**src/rtl/mips_mem_pkg.sv**
```systemverilog
// Shared types for the MIPS32 unified-memory arbiter: default widths,
// response-owner encoding and arbiter FSM encoding.
package mips_mem_pkg;

    localparam int unsigned ADDR_W_DEF = 10;
    localparam int unsigned DATA_W_DEF = 32;

    // Which port owns the read response due in the next cycle.
    typedef enum logic [1:0] {
        NONE  = 2'b00,
        IF_RD = 2'b01,
        D_RD  = 2'b10
    } owner_e;

    typedef enum logic {
        ARB_DPRI  = 1'b0,
        ARB_IFPRI = 1'b1
    } arb_state_e;

endpackage

```
**src/rtl/mips_sat_counter.sv**
```systemverilog
// Saturating up-counter: counts cycles with inc=1 and holds at all-ones.
module mips_sat_counter #(
    parameter int unsigned WIDTH = 16
) (
    input  logic             clk,
    input  logic             rst,
    input  logic             inc,
    output logic [WIDTH-1:0] count
);

    // Increment unless already at the maximum value.
    always_ff @(posedge clk or posedge rst) begin
        if (rst) begin
            count <= '0;
        end else if (inc && (count != {WIDTH{1'b1}})) begin
            count <= count + WIDTH'(1);
        end
    end

endmodule

```
**src/rtl/mips_mem_arbiter.sv**
```systemverilog
// Single-ported memory arbiter between the IF (read-only) and MEM-stage data
// ports. Data has priority; a starvation guard forces an IF grant after
// STARVE_LIMIT consecutive data grants while IF waits. Read data returns one
// cycle after the grant to whichever port owned the access.
module mips_mem_arbiter
    import mips_mem_pkg::*;
#(
    parameter int unsigned ADDR_W       = ADDR_W_DEF,
    parameter int unsigned DATA_W       = DATA_W_DEF,
    parameter int unsigned STARVE_LIMIT = 4,
    parameter int unsigned CNT_W        = 16
) (
    input  logic              clk,
    input  logic              rst,
    input  logic              if_req,
    input  logic [ADDR_W-1:0] if_addr,
    output logic              if_gnt,
    input  logic              if_flush,
    output logic              if_rvalid,
    output logic [DATA_W-1:0] if_rdata,
    input  logic              d_req,
    input  logic              d_we,
    input  logic [ADDR_W-1:0] d_addr,
    input  logic [DATA_W-1:0] d_wdata,
    output logic              d_gnt,
    output logic              d_rvalid,
    output logic [DATA_W-1:0] d_rdata,
    output logic              mem_en,
    output logic              mem_we,
    output logic [ADDR_W-1:0] mem_addr,
    output logic [DATA_W-1:0] mem_wdata,
    input  logic [DATA_W-1:0] mem_rdata,
    output logic [CNT_W-1:0]  if_stall_cnt
);

    localparam logic [3:0] LIMIT = 4'(STARVE_LIMIT);

    arb_state_e state, state_d;
    logic [3:0] starve_cnt, starve_cnt_d;
    owner_e     resp_owner, resp_owner_d;

    // Grant decode and memory drive; nothing is granted while in reset.
    always_comb begin
        if_gnt = 1'b0;
        d_gnt  = 1'b0;
        if (!rst) begin
            if (state == ARB_DPRI) begin
                d_gnt  = d_req;
                if_gnt = if_req & ~d_req;
            end else begin
                if_gnt = if_req;
                d_gnt  = d_req & ~if_req;
            end
        end
        mem_en    = if_gnt | d_gnt;
        mem_we    = d_gnt & d_we;
        mem_addr  = d_gnt ? d_addr : if_addr;
        mem_wdata = d_gnt ? d_wdata : '0;
    end

    // Next-state: response owner, starvation count and priority state.
    always_comb begin
        resp_owner_d = NONE;
        if (if_gnt) begin
            resp_owner_d = IF_RD;
        end else if (d_gnt && !d_we) begin
            resp_owner_d = D_RD;
        end

        starve_cnt_d = starve_cnt;
        if (if_gnt || !if_req) begin
            starve_cnt_d = '0;
        end else if (d_gnt && (starve_cnt != 4'hf)) begin
            starve_cnt_d = starve_cnt + 4'd1;
        end

        state_d = state;
        if (state == ARB_DPRI) begin
            // Use the post-grant count so IF wins right after the LIMIT-th data grant.
            if (starve_cnt_d >= LIMIT) begin
                state_d = ARB_IFPRI;
            end
        end else if (if_gnt || !if_req) begin
            state_d      = ARB_DPRI;
            starve_cnt_d = '0;
        end
    end

    // Arbiter state registers; reset drops any pending response.
    always_ff @(posedge clk or posedge rst) begin
        if (rst) begin
            state      <= ARB_DPRI;
            starve_cnt <= '0;
            resp_owner <= NONE;
        end else begin
            state      <= state_d;
            starve_cnt <= starve_cnt_d;
            resp_owner <= resp_owner_d;
        end
    end

    // Route the synchronous-read data to the owner; a taken branch kills the fetch.
    always_comb begin
        if_rvalid = (resp_owner == IF_RD) & ~if_flush;
        d_rvalid  = (resp_owner == D_RD);
        if_rdata  = if_rvalid ? mem_rdata : '0;
        d_rdata   = d_rvalid ? mem_rdata : '0;
    end

    mips_sat_counter #(
        .WIDTH (CNT_W)
    ) u_stall_cnt (
        .clk   (clk),
        .rst   (rst),
        .inc   (if_req & ~if_gnt),
        .count (if_stall_cnt)
    );

endmodule
```
**config.mk**
```make
export PLATFORM = sky130hd
export DESIGN_NAME = mips_mem_arbiter
export DESIGN_NICKNAME = d
export VERILOG_FILES = /design/src/rtl/mips_mem_pkg.sv /design/src/rtl/mips_sat_counter.sv /design/src/rtl/mips_mem_arbiter.sv
export SDC_FILE = /design/constraint.sdc
export NUM_CORES = 1
export LEC_CHECK = 0
export BUFFER_PORTS_ARGS = -buffer_cell sky130_fd_sc_hd__clkbuf_2
export CAP_MARGIN = 20
export CORE_AREA = 2 2 85 87
export DETAILED_ROUTE_END_ITERATION = 7
export DIE_AREA = 0 0 87 89
export GPL_TIMING_DRIVEN = 0
export PLACE_DENSITY = 0.75
export RECOVER_POWER = 25
export SYNTH_ARGS = -nofsm -noshare
export SYNTH_HDL_FRONTEND = slang
export SYNTH_SLANG_ARGS = --single-unit
```
**constraint.sdc**
```tcl
create_clock -name clk -period 2.7 [get_ports clk]
set_input_delay 0.54 -clock clk [delete_from_list [all_inputs] [get_ports clk]]
set_output_delay 0.54 -clock clk [all_outputs]
set_load 0.005 [all_outputs]
```
# ---- Word level (Yosys, flattened, before mapping)
# Cells that the tools add are included.
dict set report word_totals {
  inputBits 90
  reg_bits 23
  word_cells 44
}
dict set report classes {
  eq_ne 4
  reduce_logical 6
  add_sub_neg 2
  bitwise 10
  n_lt_le_gt_ge 1
  n_mux 17
}
# op count
set ops {}
lappend ops {{$mux 32} 3}
lappend ops {{$add 16x1->16 const B} 1}
lappend ops {{$mux 4} 4}
lappend ops {{$ne 16x16->1 const B} 1}
lappend ops {{$mux 10} 1}
lappend ops {{$mux 1} 7}
lappend ops {{$and 1x1->1} 5}
lappend ops {{$add 4x1->4 const B} 1}
lappend ops {{$ge 4x3->1 const B} 1}
lappend ops {{$mux 2} 2}
lappend ops {{$ne 4x4->1 const B} 1}
lappend ops {{$not 1->1} 4}
lappend ops {{$logic_and 1x1->1} 3}
lappend ops {{$eq 2x1->1 const B} 1}
lappend ops {{$eq 2x2->1 const B} 1}
lappend ops {{$logic_not 1->1} 2}
lappend ops {{$logic_or 1x1->1} 1}
lappend ops {{$or 1x1->1} 1}

# ---- Longest topological paths before layout
dict set report logic_depth {
  depth_word 10
  depth_mapped 7
  ltp_nobuf 6
}

# ---- Cells and area by module
# From an unflattened synthesis, not the netlist that was laid out.
dict set report hier_totals {
  hier_cells 255
  area_unflattened_um2 1996.9
}
# mod cells_each area_each_um2 instances seq_area_each_um2
set modules_own_cells {}
lappend modules_own_cells {mips_mem_arbiter 184 1191.1 1 175.2}
lappend modules_own_cells {mips_sat_counter 71 805.8 1 400.4}

# ---- Worst setup path before layout
# Ideal clock, no wire load.
dict set report synth_path {
  path_kind {input -> output}
  from {in rst}
  to {out mem_addr[0]}
  slack_ps 72
  t_arrival_ps 2088
  required_ps 2160
  path_buffers 2
  stages 7
  path_cell_list {inv_1 > nand3_1 > inv_1 > clkbuf_1 > clkbuf_1 > nand2_1 > nand2_1}
}
dict set report synth_between {
  elab_chain_cells 2
}
# element line
set synth_rtl {}
lappend synth_rtl {{from (decl)} mips_mem_arbiter.sv:14} ;# input logic rst,
lappend synth_rtl {{$mux 1} mips_mem_arbiter.sv:46} ;# if (!rst) begin
lappend synth_rtl {{net d_gnt} mips_mem_arbiter.sv:25} ;# output logic d_gnt,
lappend synth_rtl {{$mux 10} mips_mem_arbiter.sv:57} ;# mem_addr = d_gnt ? d_addr : if_addr;
lappend synth_rtl {{to (decl)} mips_mem_arbiter.sv:30} ;# output logic [ADDR_W-1:0] mem_addr,
# The timed path passes the listed nets, and every way through them passes these cells.

# ---- Worst setup path in the final report
dict set report layout_path {
  from {reg resp_owner[1]}
  to {out if_rdata[4]}
}
dict set report layout_between {
  elab_chain_cells 3
}
# element line
set layout_rtl {}
lappend layout_rtl {{from (decl)} mips_mem_arbiter.sv:40} ;# owner_e resp_owner, resp_owner_d;
lappend layout_rtl {{from (signal assigned)} mips_mem_arbiter.sv:98} ;# resp_owner <= resp_owner_d;
lappend layout_rtl {{$eq 2x1->1} mips_mem_arbiter.sv:104} ;# if_rvalid = (resp_owner == IF_RD) & ~if_flush;
lappend layout_rtl {{$and 1x1->1} mips_mem_arbiter.sv:104}
lappend layout_rtl {{$mux 32} mips_mem_arbiter.sv:106} ;# if_rdata = if_rvalid ? mem_rdata : '0;
lappend layout_rtl {{to (decl)} mips_mem_arbiter.sv:20} ;# output logic [DATA_W-1:0] if_rdata,
# No other way between the ends.

==> results.md <==
- Run status: finished clean
- Synthesized Nets: 342
- Area Overhead vs Synth: 64.89%
- Clock sink count: 23
- Max Cap Viol: 0
- Total iterations of the first detailed-routing run: 4
- Clock Pin Slew Worst Setup and Hold Paths: 0.08 ns
- Seq/Total Area, Yosys: 30.24%
- CP peak stage delay: 0.56 ns
- Syn Area/Cell: 7.612 um^2
- Placer Congestion: 0.8006
- Slew margin rel.: 56.54%
- Final ANT Viol Nets: 0
- Final HPWL DP: 5850 um
- Setup TNS: 0 ns
- Leakage: 1.889 nW
- Clock root buffer: clkbuf_8
- Vias in the first global route: 2,065
- Die height: 89 um
- Core area: 6719 um^2
- Sequential cell area: 575.6 um^2
- Measured slew at the worst slew-check pin: 0.6429 ns
- Area share of the largest cell type after synthesis: 32.22%
- Die Area: 7743 um^2
- Top Family by Delay on Critical Path: simple AND/OR/NAND/NOR gates
- H-Tree Depth: 1
- Synth Cell Area: 1903 um^2
- Global-route wire length before repair: 9570 um
- Synth top area cells: and2_1, dfrtp_1, nand2_1, xor2_1, nand3_1
- Fin cells: 552
- Largest net degree at the start of global routing: 13
- CTS tree: built
- Post-synth ARST share: 100.0%
- Detailed-route wire length: 6816 um
- Crit path launch type: flop
- Number of synthesized register bits: 23
- IO Pins: 218
- Placed insts: 547
- Ant diodes: 0
- Die W: 87 um
- Min-delay worst type: input pin to asynchronous set/reset pin
- Netlist cell types: 33
- Num CTS Buffers: 3
- Total GRT Usage: 15.04%
- Final Max Slew Viols: 0
- Most frequent cells in the layout: clkbuf_2, and2_1, nand2_1
- Yosys top cell by area: and2_1
- Filler cell count: 702
- Clock Latency Late Sink: 0.26 ns
- Buf/Inv on CP: 2
- Worst Skew: 0.002632 ns
- Initial Utilization: 28.32%
- Fraction of layout cells with a size suffix above 1: 48.31%
- Port bufs: 217
- CP required: 2.16 ns
- Setup Viol. Count Final: 0
- Peak VDD IR: 0.4249 mV
- Post-synth EDFFs: 0
- WHS: 0.4018 ns
- Worst Setup End Kind: output port
- Row count: 30
- Routed len/inst: 12.35 um
- Clock buffer depth: 2
- Post-Synthesis Cells: 250
- Multi-input gate area: 1274 um^2
- Max Fclk: 416.1 MHz
- Commonest non-fill, non-tap cell in the layout: clkbuf_2
- Unrepaired setup endpoints after global routing: false
- Pwr/cell area: 349.0 nW/um^2
- Slowest CP cell: nor3b_1
- Util after Layout: 46.70%
- Tmin final: 2.404 ns
- DRC: 0
- Hold Buf Count CTS: 0
- Crit-path cells: nor3b_1, clkbuf_1, and2_1, clkbuf_2
- Final hold vios: 0
- Critical Path AT: 1.86 ns
- Dominant synthesized flop cell: dfrtp_1
- Worst-path fanout max: 10
- WS Path Type: flop to output port
- Vias: 2,418
- Synth warnings: 0
- Vias per Instance: 4.380
- DRT iter0 DRCs: 47
- Layout net count: 565
- Post-route clock period utilization: 89.02%
- GRT overflow: 0
- Antenna violations before repair: 0
[registers in the layout (all words and copies together), names as in the netlist]
name,flops
u_stall_cnt.count,16
starve_cnt,4
resp_owner,2
state,1
[cell families (layout without fill, tap and decap cells)]
logic type	after synthesis	count (layout)	synth area share (%)
and+or+nand+nor	185	185	54.64
muxes	2	2	1.380
buffers and inverters	14	236	2.761
DFF	23	23	30.24
adders and majority gates	2	2	1.315
xor gates and xnor gates	14	14	6.443
AOI/OAI and AO/OA	10	10	3.222
[report_power, final]
group,internal [mW],switching [mW]
clock,0.105,0.108
sequential,0.402,0.0969
combinational,0.207,0.175
[cells in the mapped netlist (all sizes together) (3+ instances only)]
cell and n:
and2 98, xor2 10, nand4 3, clkbuf 12, nor2 12, xnor2 4, nor3 4, a21oi 4
dfrtp 23, nand3 11, nand2 44
[area by class of cell]
cell class	count	share of cell area (%)
flip-flops and latches	23	18.34
inverters	2	0.2791
well taps	80	3.190
repair inverters	1	0.1595
plain buffers	11	1.356
clock buffers	4	1.435
multi-input cells	213	40.59
repair buffers	218	34.65
[per-layer routing]
metal	global-route usage [%]	vias to the layer above	wire, um	part of all wire, %
met5	0	-	0	0
met4	2.557	0	17	0.25
met1	19.92	1072	2790	41
met3	1.385	2	449	6.6
met2	27.00	106	3559	52
li1	-	1238	-	-
[timing repair]
action / CTS / global route
cloned: 1 / 0
pin swaps: 0 / 0
resized for setup: 2 / 4
setup endpoints to repair: 44 / 38
buffers inserted: 0 / 1
[path summary, 6_finish.rpt]
| kind | to | slack (ns) | startpoint | cells after the start |
|---|---|---|---|---|
| max | if_rdata[4] | 0.30 | resp_owner[1]$_DFF_PP0_ | 4 |
| max reg2reg | u_stall_cnt.count[1]$_DFFE_PP0P_ | 0.79 | u_stall_cnt.count[2]$_DFFE_PP0P_ | 5 |
| min reg2reg | state$_DFF_PP0_ | 0.50 | state$_DFF_PP0_ | 1 |
| max in group asynchronous | u_stall_cnt.count[12]$_DFFE_PP0P_ | 1.71 | rst | 3 |
| min in group clk | resp_owner[1]$_DFF_PP0_ | 0.45 | d_we | 2 |
| min | resp_owner[1]$_DFF_PP0_ | 0.40 | rst | 2 |
[per-stage QoR]
stage	area [um^2]	worst slack, ns	power [mW]
2_1_floorplan	1903	0.07193	0.6697
3_3_place_gp	3089	-0.8092	0.8802
4_1_cts	3139	0.05496	1.107
6_report	3138	0.2964	1.095
5_1_grt	3138	0.1566	1.173
3_5_place_dp	3089	-0.8318	0.8923
(Power assumes the default switching activity.)
